$ cat src/rtl/digilock_pkg.sv
// Shared definitions for the parametrised digit lock: state encoding and glyph codes.
// Optional confirm-on-change behaviour is selected with macro DIGILOCK_CONFIRM_EN.
package digilock_pkg;

  typedef enum logic [2:0] {
    IDLE    = 3'd0,
    ENTRY   = 3'd1,
    CHECK   = 3'd2,
    OPEN    = 3'd3,
    NEWPW   = 3'd4,
    LOCKOUT = 3'd5
`ifdef DIGILOCK_CONFIRM_EN
    ,
    CONFIRM = 3'd7
`endif
  } state_t;

  // 5-bit glyph codes understood by the binary-to-segment stage
  localparam logic [4:0] G_0     = 5'd0;
  localparam logic [4:0] G_5     = 5'd5;
  localparam logic [4:0] G_C     = 5'd12;
  localparam logic [4:0] G_E     = 5'd14;
  localparam logic [4:0] G_BLANK = 5'd16;
  localparam logic [4:0] G_L     = 5'd17;
  localparam logic [4:0] G_D     = 5'd18;
  localparam logic [4:0] G_P     = 5'd19;
  localparam logic [4:0] G_N     = 5'd20;
  localparam logic [4:0] G_DASH  = 5'd21;

endpackage

$ cat src/rtl/digilock_blink.sv
// Blink phase generator for the digit being entered; restart forces phase on.
module digilock_blink #(
  parameter int unsigned BLINK_CYCLES = 25_000_000
) (
  input  logic clk,
  input  logic rst_n,
  input  logic restart,
  output logic phase
);

  localparam int unsigned CW = (BLINK_CYCLES > 1) ? $clog2(BLINK_CYCLES) : 1;

  logic [CW-1:0] cnt;

  // Count 0..BLINK_CYCLES-1 and toggle the phase on each wrap
  always_ff @(posedge clk or negedge rst_n) begin
    if (!rst_n) begin
      cnt   <= '0;
      phase <= 1'b1;
    end else if (restart) begin
      cnt   <= '0;
      phase <= 1'b1;
    end else if (cnt == CW'(BLINK_CYCLES - 1)) begin
      cnt   <= '0;
      phase <= ~phase;
    end else begin
      cnt <= cnt + CW'(1);
    end
  end

endmodule

$ cat src/rtl/digilock_param.sv
// Parametrised N-digit lock controller: code entry, attempt counting, timed lockout,
// password change, glyph bus and status LEDs. Define DIGILOCK_CONFIRM_EN to require
// the new password to be entered twice before it is committed.
module digilock_param #(
  parameter int unsigned                 DIGITS       = 4,
  parameter int unsigned                 DIGIT_W      = 4,
  parameter logic [DIGITS*DIGIT_W-1:0]   RESET_PW     = '0,
  parameter int unsigned                 MAX_TRIES    = 3,
  parameter int unsigned                 LOCK_CYCLES  = 50_000_000,
  parameter int unsigned                 BLINK_CYCLES = 25_000_000
) (
  input  logic                             clk,
  input  logic                             rst_n,
  input  logic                             ent,
  input  logic                             clr,
  input  logic                             change,
  input  logic [DIGIT_W-1:0]               sw,
  output logic [5*DIGITS-1:0]              ssd,
  output logic                             unlocked,
  output logic                             alarm,
  output logic [$clog2(MAX_TRIES+1)-1:0]   fail_cnt,
  output logic [2:0]                       state
);
  import digilock_pkg::*;

  localparam int unsigned PW_W = DIGITS * DIGIT_W;
  localparam int unsigned IW   = $clog2(DIGITS);
  localparam int unsigned FW   = $clog2(MAX_TRIES + 1);
  localparam int unsigned TW   = $clog2(LOCK_CYCLES + 1);

  function automatic logic [5*DIGITS-1:0] tail4(input logic [19:0] t);
    logic [5*DIGITS-1:0] r;
    r       = {DIGITS{G_BLANK}};
    r[19:0] = t;
    return r;
  endfunction

  function automatic logic [PW_W-1:0] put_digit(input logic [PW_W-1:0] v,
                                                input logic [IW-1:0]   i,
                                                input logic [DIGIT_W-1:0] d);
    logic [PW_W-1:0] r;
    r = v;
    for (int unsigned k = 0; k < DIGITS; k++)
      if (i == IW'(k)) r[(DIGITS-1-k)*DIGIT_W +: DIGIT_W] = d;
    return r;
  endfunction

  localparam logic [5*DIGITS-1:0] IDLE_PAT  = tail4({G_C, G_L, G_5, G_D});
  localparam logic [5*DIGITS-1:0] OPEN_PAT  = tail4({G_0, G_P, G_E, G_N});
  localparam logic [5*DIGITS-1:0] BLANK_PAT = {DIGITS{G_BLANK}};

  state_t            st, st_n;
  logic [PW_W-1:0]   password, pw_n;
  logic [PW_W-1:0]   in_pw, in_n;
  logic [PW_W-1:0]   new_pw, new_n;
  logic [IW-1:0]     idx, idx_n;
  logic [FW-1:0]     fail_n, fail_inc;
  logic [TW-1:0]     timer, timer_n;
  logic [5*DIGITS-1:0] ssd_n;
  logic              unlocked_n, alarm_n;
  logic              last, capturing, blink_restart, blink_on;

  assign state    = st;
  assign last     = (idx == IW'(DIGITS - 1));
  assign fail_inc = fail_cnt + FW'(1);
`ifdef DIGILOCK_CONFIRM_EN
  assign capturing = (st == ENTRY) || (st == NEWPW) || (st == CONFIRM);
`else
  assign capturing = (st == ENTRY) || (st == NEWPW);
`endif

  // Restart the blink whenever the cursor moves or a blinking state is entered
  always_comb begin
    blink_restart = (idx_n != idx);
    if (st_n != st) begin
      if (st_n == ENTRY || st_n == NEWPW || st_n == LOCKOUT) blink_restart = 1'b1;
`ifdef DIGILOCK_CONFIRM_EN
      if (st_n == CONFIRM) blink_restart = 1'b1;
`endif
    end
  end

  digilock_blink #(.BLINK_CYCLES(BLINK_CYCLES)) u_blink (
    .clk     (clk),
    .rst_n   (rst_n),
    .restart (blink_restart),
    .phase   (blink_on)
  );

  // Next-state and datapath updates; clr is tested before ent, ent before change
  always_comb begin
    st_n    = st;
    pw_n    = password;
    in_n    = in_pw;
    new_n   = new_pw;
    idx_n   = idx;
    fail_n  = fail_cnt;
    timer_n = timer;
    case (st)
      IDLE: begin
        if (!clr && ent) begin
          st_n  = ENTRY;
          idx_n = '0;
          in_n  = '0;
        end
      end
      ENTRY: begin
        if (clr) begin
          in_n  = '0;
          idx_n = '0;
        end else if (ent) begin
          in_n = put_digit(in_pw, idx, sw);
          if (last) st_n = CHECK;
          else      idx_n = idx + IW'(1);
        end
      end
      CHECK: begin
        if (in_pw == password) begin
          st_n   = OPEN;
          fail_n = '0;
        end else begin
          fail_n = fail_inc;
          if (fail_inc == FW'(MAX_TRIES)) begin
            st_n    = LOCKOUT;
            timer_n = TW'(LOCK_CYCLES - 1);
          end else begin
            st_n = IDLE;
          end
        end
      end
      OPEN: begin
        if (clr || ent) begin
          st_n = IDLE;
        end else if (change) begin
          st_n  = NEWPW;
          idx_n = '0;
          new_n = '0;
        end
      end
      NEWPW: begin
        if (clr) begin
          st_n = OPEN;
        end else if (ent) begin
          new_n = put_digit(new_pw, idx, sw);
          if (last) begin
`ifdef DIGILOCK_CONFIRM_EN
            st_n  = CONFIRM;
            idx_n = '0;
            in_n  = '0;
`else
            pw_n = new_n;
            st_n = OPEN;
`endif
          end else begin
            idx_n = idx + IW'(1);
          end
        end
      end
`ifdef DIGILOCK_CONFIRM_EN
      // in_pw doubles as the confirmation buffer; it is free outside ENTRY/CHECK
      CONFIRM: begin
        if (clr) begin
          st_n = OPEN;
        end else if (ent) begin
          in_n = put_digit(in_pw, idx, sw);
          if (last) begin
            if (in_n == new_pw) pw_n = new_pw;
            st_n = OPEN;
          end else begin
            idx_n = idx + IW'(1);
          end
        end
      end
`endif
      LOCKOUT: begin
        if (timer == '0) begin
          st_n   = IDLE;
          fail_n = '0;
        end else begin
          timer_n = timer - TW'(1);
        end
      end
      default: st_n = IDLE;
    endcase
  end

  // Glyph bus and LEDs follow the current state; CHECK holds the previous glyphs
  always_comb begin
    ssd_n      = ssd;
    unlocked_n = (st == OPEN) || (st == NEWPW);
`ifdef DIGILOCK_CONFIRM_EN
    unlocked_n = unlocked_n || (st == CONFIRM);
`endif
    alarm_n    = (st == LOCKOUT);
    if (st == IDLE) begin
      ssd_n = IDLE_PAT;
    end else if (st == OPEN) begin
      ssd_n = OPEN_PAT;
    end else if (st == LOCKOUT) begin
      ssd_n = blink_on ? IDLE_PAT : BLANK_PAT;
    end else if (capturing) begin
      for (int unsigned p = 0; p < DIGITS; p++)
        ssd_n[(DIGITS-1-p)*5 +: 5] = (IW'(p) < idx)  ? G_DASH :
                                     (IW'(p) == idx) ? (blink_on ? 5'(sw) : G_BLANK) :
                                                       G_BLANK;
    end
  end

  // State, password, entry buffers and registered outputs
  always_ff @(posedge clk or negedge rst_n) begin
    if (!rst_n) begin
      st       <= IDLE;
      password <= RESET_PW;
      in_pw    <= '0;
      new_pw   <= '0;
      idx      <= '0;
      fail_cnt <= '0;
      timer    <= '0;
      ssd      <= IDLE_PAT;
      unlocked <= 1'b0;
      alarm    <= 1'b0;
    end else begin
      st       <= st_n;
      password <= pw_n;
      in_pw    <= in_n;
      new_pw   <= new_n;
      idx      <= idx_n;
      fail_cnt <= fail_n;
      timer    <= timer_n;
      ssd      <= ssd_n;
      unlocked <= unlocked_n;
      alarm    <= alarm_n;
    end
  end

endmodule
$ cat config.mk
export PLATFORM = sky130hd
export DESIGN_NAME = digilock_param
export DESIGN_NICKNAME = d
export VERILOG_FILES = /design/src/rtl/digilock_pkg.sv /design/src/rtl/digilock_blink.sv /design/src/rtl/digilock_param.sv
export SDC_FILE = /design/constraint.sdc
export NUM_CORES = 1
export LEC_CHECK = 0
export ABC_AREA = 1
export CAP_MARGIN = 20
export CORE_ASPECT_RATIO = 2
export CORE_UTILIZATION = 43
export CTS_CLUSTER_DIAMETER = 30
export DETAILED_ROUTE_END_ITERATION = 8
export GPL_ROUTABILITY_DRIVEN = 1
export HOLD_SLACK_MARGIN = 0.12
export SLEW_MARGIN = 20
export SYNTH_ARGS = -nofsm -noshare
export SYNTH_HDL_FRONTEND = slang
export SYNTH_HIERARCHICAL = 1
export SYNTH_SLANG_ARGS = --single-unit
$ cat constraint.sdc
create_clock -name clk -period 3.57 [get_ports clk]
set_clock_uncertainty 0.05 [all_clocks]
set_input_delay 0.714 -clock clk [delete_from_list [all_inputs] [get_ports clk]]
set_output_delay 0.714 -clock clk [all_outputs]
set_load 0.01 [all_outputs]
### Yosys cells after proc, flatten, opt, wreduce, memory -nomap -nowiden

Cells that the tools add are included.

* logic and storage cells: 146
* memory bits (read-only): 0
* latch bits: 0
* RAM bits: 0
* bits in registers: 129
* memories: 0
* output and inout bits: 27

* add/sub/neg operators: 4
* reduce and logical (&&, ||, !) cells: 23
* bitwise gates (word level): 2
* equal/unequal tests: 33
* magnitude comparators: 4
* shift-type cells: 0
* multipliers: 0
* muxes and demuxes: 65
* div/mod/pow operators: 0

Operators by type and width (count)
* $mux W16: 7
* $mux W20: 5
* $mux W26: 3
* $pmux W16 S2: 2
* $pmux W26 S2: 1
* $mux W25: 2
* $mux W5: 9
* $mux W3: 12
* $mux W4: 8
* $logic_not A26 Y1: 1
* $sub A26 B1 Y26 const B: 1
* $add A25 B1 Y25 const B: 1
* $eq A25 B25 Y1 const B: 1
* $reduce_and A4 Y1: 6
* $mux W2: 9
* $pmux W3 S6: 1
* $eq A16 B16 Y1: 1
* $ne A2 B2 Y1 const B: 8
* $eq A3 B3 Y1 const B: 4
* $ne A3 B2 Y1 const B: 3
* $pmux W2 S4: 1
* $reduce_bool A2 Y1: 4
* $eq A2 B2 Y1 const B: 3
* $eq A3 B1 Y1 const B: 2
* other kinds (22): 36

### Longest topological paths before layout

Gate-level depths: netlist of the first run.

* word-level depth: 11
* gate-level depth with buffers: 16
* gate-level depth less buffers: 15

### Modules after synthesis

Netlist of the first run, hierarchy kept.

Modules (own cells, without submodules)
* digilock_param: area an instance 5430.2 sq um, instances 1, cells an instance 727, sequential area each 2537.4 sq um
* digilock_blink: area an instance 1561.5 sq um, instances 1, cells an instance 217, sequential area each 651.9 sq um

### Worst setup path after synthesis of the first run

No wires, ideal clock.

* path type: input -> register
* start point: input ent
* end point: register u_blink.cnt[12]
* setup slack: 1.326 ns
* setup time: 0.071 ns
* cell stages on the path: 12
* required time: 3.449 ns
* buffers on the path: 1
* data arrival time: 2.122 ns
* path through: nor2_1 -> inv_1 -> o21ai_0 -> nand2_1 -> nand2_1 -> nand4_1 -> a22oi_1 -> nand2_1 -> buf_2 -> nor2_4 -> inv_4 -> nor2_1

* cells in the longest elaborated chain, start to end: 9
* elaborated cells on any way between the ends: 25

RTL lines
* start, declared: line digilock_param.sv:14 `input logic ent,`
* $mux W3, or another cell as far along: line digilock_param.sv:143 `end else if (ent) begin`
* $mux W3 (on tied branches)
* $pmux W3 S6: line digilock_param.sv:99 `case (st)`
* $eq A3 B1 Y1 or $eq A3 B3 Y1 (tied branches): line digilock_param.sv:76 `if (st_n == ENTRY || st_n == NEWPW || st_n == LOCKOUT) blink_restart = 1'b1;`
* $logic_or A1 B1 Y1 (2 in a row): line digilock_param.sv:76
* $mux W1: line digilock_param.sv:76
* $mux W1 (*): line digilock_param.sv:75 `if (st_n != st) begin`
* via blink_restart: line digilock_param.sv:61 `logic last, capturing, blink_restart, blink_on;`
* $mux W25 (*): line digilock_blink.sv:20 `end else if (restart) begin`
* end signal, assigned: line digilock_blink.sv:27 `cnt <= cnt + CW'(1);`
* end, declared: line digilock_blink.sv:13 `logic [CW-1:0] cnt;`

The timed path passes the listed nets; every way through them passes the cells marked *.
A chain may end at the register's enable or synchronous reset.

### Final worst setup path of the first run

* start point: input clr
* end point: register u_blink.cnt[12]

* cells in the longest elaborated chain, start to end: 10
* elaborated cells on any way between the ends: 23

RTL lines
* start, declared: line digilock_param.sv:15 `input logic clr,`
* $logic_not A1 Y1: line digilock_param.sv:101 `if (!clr && ent) begin`
* $logic_and A1 B1 Y1: line digilock_param.sv:101
* $mux W3: line digilock_param.sv:101
* $pmux W3 S6: line digilock_param.sv:99
* $eq A3 B1 Y1 or $eq A3 B3 Y1 (tied branches): line digilock_param.sv:76
* $logic_or A1 B1 Y1 (2 in a row): line digilock_param.sv:76
* $mux W1: line digilock_param.sv:76
* $mux W1 (*): line digilock_param.sv:75
* via blink_restart: line digilock_param.sv:61
* $mux W25 (*): line digilock_blink.sv:20

Marked as above.

==> out/qor.csv, run 1 <==
stage;metric;value;unit
logic_synthesis;synth_mux_area_frac;0;
timing;finalCritPeriodShare;0.7435;
finish;num_antenna_cells;0;
route;drc_errors;0;
logic_synthesis;yosys_register_bits;127;
clock_tree;numCtsBuffers;17;
finish;drive_above_1_share;0.1026;
placement;gp_congestion;0.9483;
logic_synthesis;syn_area;6992;sq um
setup_path;cp_max_fo;10;
setup_path;crit_required;3880;ps
route;viasPerCell;5.109;
logic_synthesis;yosys.area_share.simple;0.3227;
worst_hold_path;hold_path.class;input port to async pin;
power;p_leak;3.669;nW
global_routing;track_usage;0.2547;
clock_tree;cts_resized;0;
clock_tree;htree_levels;4;
clock_tree;root_buffer;clkbuf_16;
clock_tree;clk_pin_slew;60;ps
setup_path;crit_top_cell;nand2_1;
logic_synthesis;avgSynthCellArea;7.406;sq um
timing;finalSetupTns;0;ps
power;power_density;743.8;nW/um^2
timing;rsz0062_at_grt;false;
finish;utilization;0.5135;
placement;dp.cells;1173;
clock_tree;clockBufferDepth;2;
route;dr.pass1.iters;4;
timing;worstMarginPinSlew;848.3;ps
global_routing;antenna_found_initial;0;
die;core_area;15860;sq um
timing;holdWs;202.2;ps
finish;layout.nets;1003;
finish;final_cells;1205;
setup_path;r2r_slack;920;ps
logic_synthesis;synthDistinctLibCells;44;
setup_path;critical_path.slowest_cell;clkdlybuf4s50_1;
die;rows;65;
logic_synthesis;synth_top_family_by_area;simple AND/OR/NAND/NOR gates;
global_routing;grt_overflow;0;
finish;layout.cells.most_common_list;nand2_1, nor2_1, dfrtp_1;
logic_synthesis;synth-edff-count;0;
clock_tree;cts_tree;done;
setup_path;r2r_cells;13;
clock_tree;postCtsSetupRepairBufs;0;
clock_tree;hold_buffers;0;
timing;worst_slack;915.7;ps
logic_synthesis;yosysWarnings;6;
logic_synthesis;syn_inst;944;
logic_synthesis;syn-num-nets;956;
die;boundaryPins;36;
route;num_vias;6156;
route;avgRoutedWirePerCell;16.49;um
logic_synthesis;synthAdderAreaFrac;0.005369;
clock_tree;clock_sinks;127;
logic_synthesis;ys_seq_area_frac;0.4562;
timing;fmax;376.7;MHz
setup_path;arrival;2970;ps
route;drtAntennaViolNets;0;
logic_synthesis;synth_xor_area_frac;0.03633;
power;peakVddDrop;0.3993;mV
timing;slew-limit-headroom;0.4324;
route;drt_wl_total;19870;um
die;die-area;16800;sq um
route;first_iter_violations;257;
setup_path;cp-end-kind;flop;
global_routing;grt_start_max_net_pins;57;
logic_synthesis;asyncSetResetFlopFracSynth;1.000;
logic_synthesis;synth_compound_gate_area_share;0.1122;
setup_path;path_cells;clkdlybuf4s50_1 -> inv_1 -> nand2_1 -> inv_1 -> nand2_1 -> o21ai_0 -> nor3_1 -> nand2_1 -> nand3_1 -> nand2_1 -> nand2_1 -> nand2_1 -> nor2_4 -> inv_4 -> nor2_1;
placement;dp.final_hpwl;15260;um
setup_path;crit_path_max_incr_delay;530;ps
finish;final_common_cell;nand2_1;
flow_run;max-cap-violations;0;
timing;setup_viol;0;
die;die_h;182.3;um
placement;dp_slack;516.6;ps
status;outcome;completed;
logic_synthesis;ys.flop_type;dfrtp_1;
placement;portBuffers;35;
setup_path;crit_type;input port to flop;
die;die_x;92.17;um
timing;period_needed;2654;ps
timing;maxSlewViolCount;0;
clock_tree;clkLatencyLatePin;430;ps
finish;area_growth;16.46;%
setup_path;start_kind;input port;
timing;finalHoldViolCount;0;
global_routing;grt_pass1_vias;6348;
global_routing;grt_pass1_wl;31690;um
die;start_util;0.4409;
==> worst paths after layout <==
check	startpoint	end
worst min-delay path	rst_n	unlocked
worst max register to register	state[2]	u_blink/cnt[12]
min in group clk	u_blink/cnt[0]	u_blink/cnt[0]
max in group asynchronous	rst_n	in_pw[12]
worst min register to register	u_blink/cnt[0]	u_blink/cnt[0]
worst max-delay path	clr	u_blink/cnt[12]
==> worst max-delay path, delay by kind of cell <==
kind | cells | cell delay, ps
simple gates | 10 | 1330
buf+inv | 4 | 800
compound gates | 1 | 110
==> stage by stage <==
stage	instance area, sq um	power [mW]
final	8143	6.056
after global routing	8143	6.457
after CTS	8143	6.112
after detailed placement	7579	4.418
after global placement	7579	4.397
after floorplan	6992	3.594
==> synthesized netlist by cell type (2+ instances only) <==
cell,count,area share
nand3_1,44,0.031
nor2_1,152,0.082
a22oi_1,2,0.0021
ha_1,3,0.0054
nand2_1,285,0.15
or2_2,2,0.0018
xnor2_1,12,0.015
dfstp_2,9,0.034
a22o_1,2,0.0025
nand4_1,7,0.0063
nand3b_1,4,0.0043
a21oi_1,22,0.016
o21ai_0,61,0.044
o22ai_1,13,0.012
inv_2,4,0.0021
nor3_2,2,0.0029
o31ai_1,3,0.0032
xor2_1,17,0.021
nand2_4,2,0.0032
nor3_1,3,0.0021
clkbuf_1,8,0.0043
dfrtp_1,118,0.42
o21a_1,2,0.0021
nand2_2,10,0.0089
o21ai_1,20,0.014
o211ai_1,2,0.0021
o21ai_2,8,0.010
buf_2,7,0.0050
inv_1,90,0.048
nor2_4,7,0.011
nand3_2,2,0.0029
nor2_2,9,0.0081
==> metal layers <==
| metal | track usage | up-vias | routed length (um) |
|---|---|---|---|
| met2 | 0.5122 | 124 | 11570 |
| met4 | 0.1681 | 0 | 1224 |
| met1 | 0.2166 | 2864 | 6583 |
| met5 | 0 | - | 0 |
| met3 | 0.04625 | 67 | 491 |
| li1 | - | 3101 | - |
==> power by group <==
| part | switching (mW) | internal [mW] | leakage, nW |
|---|---|---|---|
| clock network | 0.709 | 0.964 | 0.263 |
| registers | 0.299 | 1.81 | 1.62 |
| logic | 1.48 | 0.791 | 1.79 |
==> cell families (layout without fill, tap and decap cells) <==
| logic type | Yosys count | in the layout |
|---|---|---|
| simple gates | 532 | 532 |
| compound gates | 139 | 139 |
| flops | 127 | 127 |
| buf+inv | 114 | 174 |
| xor+xnor | 29 | 29 |
| fa+ha+maj | 3 | 3 |
==> flip-flops by register name, indices dropped and copies added, names as in the netlist <==
register and cells:
password 16, timer 26, state 3, u_blink/phase 1, idx 2, u_blink/cnt 25
ssd 20, alarm 1, in_pw 16, new_pw 14, fail_cnt 2, unlocked 1
==> area by class of cell <==
class                      instances  area (sq um)
inverter                          96         362.8
tap                              201         251.5
sequential                       127          3189
multi-input combinational        703          3332
clock inverter                    15         138.9
timing repair buffer              46         442.9
clock buffer                      17         425.4
fill                            1602          7716
Note: power is estimated with default switching activity, not from simulation.
==> inputs of run 2 (changes only) <==
==> constraint.sdc (replaced) <==
create_clock -name clk -period 2.7 [get_ports clk]
set_clock_uncertainty 0.05 [all_clocks]
set_input_delay 0.54 -clock clk [delete_from_list [all_inputs] [get_ports clk]]
set_output_delay 0.54 -clock clk [all_outputs]
set_load 0.01 [all_outputs]
==> out/qor.csv, run 2 (synthesized netlist as in run 1, its figures left out) <==
stage;metric;value;unit
power;peakVddDrop;0.5522;mV
timing;slew-limit-headroom;0.6366;
global_routing;met2_usage;0.5090;
die;die_h;182.3;um
clock_tree;cts_resized;0;
timing;finalCritPeriodShare;0.9105;
status;outcome;completed;
timing;rsz0062_at_grt;false;
clock_tree;numCtsBuffers;17;
global_routing;grt_pass1_vias;6348;
timing;period_needed;2458;ps
global_routing;gr-usage-met1;0.2244;
finish;num_antenna_cells;0;
setup_path;crit_path_max_incr_delay;360;ps
timing;worstMarginPinSlew;541.4;ps
global_routing;antenna_found_initial;0;
placement;dp.final_hpwl;15720;um
finish;drive_above_1_share;0.1267;
clock_tree;postCtsSetupRepairBufs;0;
route;num_vias;6266;
clock_tree;clock_sinks;127;
timing;fmax;406.8;MHz
worst_hold_path;min_from;timer[23];
worst_hold_path;holdPathStages;2;
clock_tree;root_buffer;clkbuf_16;
placement;dp.cells;1202;
route;avgRoutedWirePerCell;16.22;um
global_routing;grt_start_max_net_pins;56;
setup_path;r2r_slack;240;ps
finish;utilization;0.5334;
global_routing;grt_overflow;0;
setup_path;crit_required;3000;ps
clock_tree;clkLatencyLatePin;420;ps
finish;fin_area;8459;sq um
die;core_area;15860;sq um
route;drtAntennaViolNets;0;
setup_path;cp-end-kind;flop;
flow_run;max-cap-violations;0;
die;die_x;92.17;um
finish;final_cells;1235;
die;rows;65;
finish;layout.nets;1033;
route;viasPerCell;5.074;
placement;portBuffers;35;
worst_hold_path;hold_path.class;flop to flop;
finish;top_regs;timer (26), u_blink/cnt (25), ssd (20);
finish;largest-register;timer;
route;drc_errors;0;
global_routing;top_usage_layer;met2;
power;report.power.total;8.484;mW
setup_path;path_cells;inv_1 -> nor2_2 -> nand2_1 -> nor2_1 -> nor2_1 -> nand4_1 -> nand2_1 -> a22oi_1 -> nand2_1 -> nor2_4 -> buf_4 -> nand2_1 -> nor2_1;
route;first_iter_violations;287;
timing;finalSetupTns;0;ps
setup_path;start_kind;flop;
setup_path;r2r_start;state[0];
setup_path;r2r_end;u_blink/cnt[19];
power;power_density;1003;nW/um^2
timing;worst_slack;241.8;ps
timing;holdWs;437.6;ps
die;die-area;16800;sq um
finish;area_growth;20.99;%
route;dr.pass1.iters;5;
finish;layout.cells.most_common_list;nand2_1, nor2_1, dfrtp_1;
global_routing;track_usage;0.2579;
finish;largest_reg_flops;26;
setup_path;cp_max_fo;7;
worst_hold_path;hold_end;timer[23];
global_routing;grt_pass1_wl;32090;um
timing;maxSlewViolCount;0;
setup_path;crit_top_cell;nand2_1;
clock_tree;clockBufferDepth;2;
setup_path;arrival;2760;ps
die;start_util;0.4409;
finish;final_common_cell;nand2_1;
placement;gp_congestion;0.9751;
route;drt_wl_total;20030;um
die;boundaryPins;36;
placement;post_dp_cell_area;7809;sq um
power;p_leak;3.860;nW
setup_path;crit_type;flop to flop;
timing;finalHoldViolCount;0;
setup_path;r2r_cells;13;
timing;setup_viol;0;
placement;dp_slack;-45.66;ps
clock_tree;cts_tree;done;
clock_tree;htree_levels;4;
setup_path;critical_path.slowest_cell;dfrtp_1;
clock_tree;clk_pin_slew;60;ps
global_routing;grt_use_met3;0.04083;
-- run 2: layer usage --
metal	vias up	routed length, um
met4	0	1376
met5	-	0
li1	3159	-
met2	105	11680
met1	2934	6571
met3	68	408
-- run 2: layout make-up --
cell class,instances,area (sq um)
Timing Repair Buffer,76,683.2
Tap cell,201,251.5
Multi-Input combinational cell,703,3332
Sequential cell,127,3189
Clock buffer,20,456.7
Inverter,96,362.8
Clock inverter,12,183.9
Fill cell,1609,7400
-- run 2: worst max-delay path by stage --
stage | start | end | slack, ps | cells past startpoint
CTS | state[0] | u_blink/cnt[22] | 250 | 13
floorplan | timer[0] | u_blink/cnt[12] | 560 | 16
detailed placement | clr | u_blink/cnt[19] | -50 | 16
global placement | clr | u_blink/cnt[19] | 20 | 16
finish | state[0] | u_blink/cnt[19] | 240 | 13
global route | state[0] | u_blink/cnt[20] | 20 | 13
-- run 2: critical path, delay by kind of cell (launching register included) --
| kind | cells | cell delay [ps] |
|---|---|---|
| compound gates | 1 | 180 |
| buf+inv | 2 | 280 |
| flops | 1 | 360 |
| simple gates | 10 | 1510 |
-- run 2: timing repair --
item                                    in CTS  in global routing
endpoints found under the setup margin       0                  0
endpoints found under the hold margin       34                  0
hold buffers                                 1                  0
-- run 2: report_power, final --
part	internal, mW	switching, mW
clock network	1.60	0.870
logic	1.25	1.99
registers	2.39	0.386
total	5.24	3.24
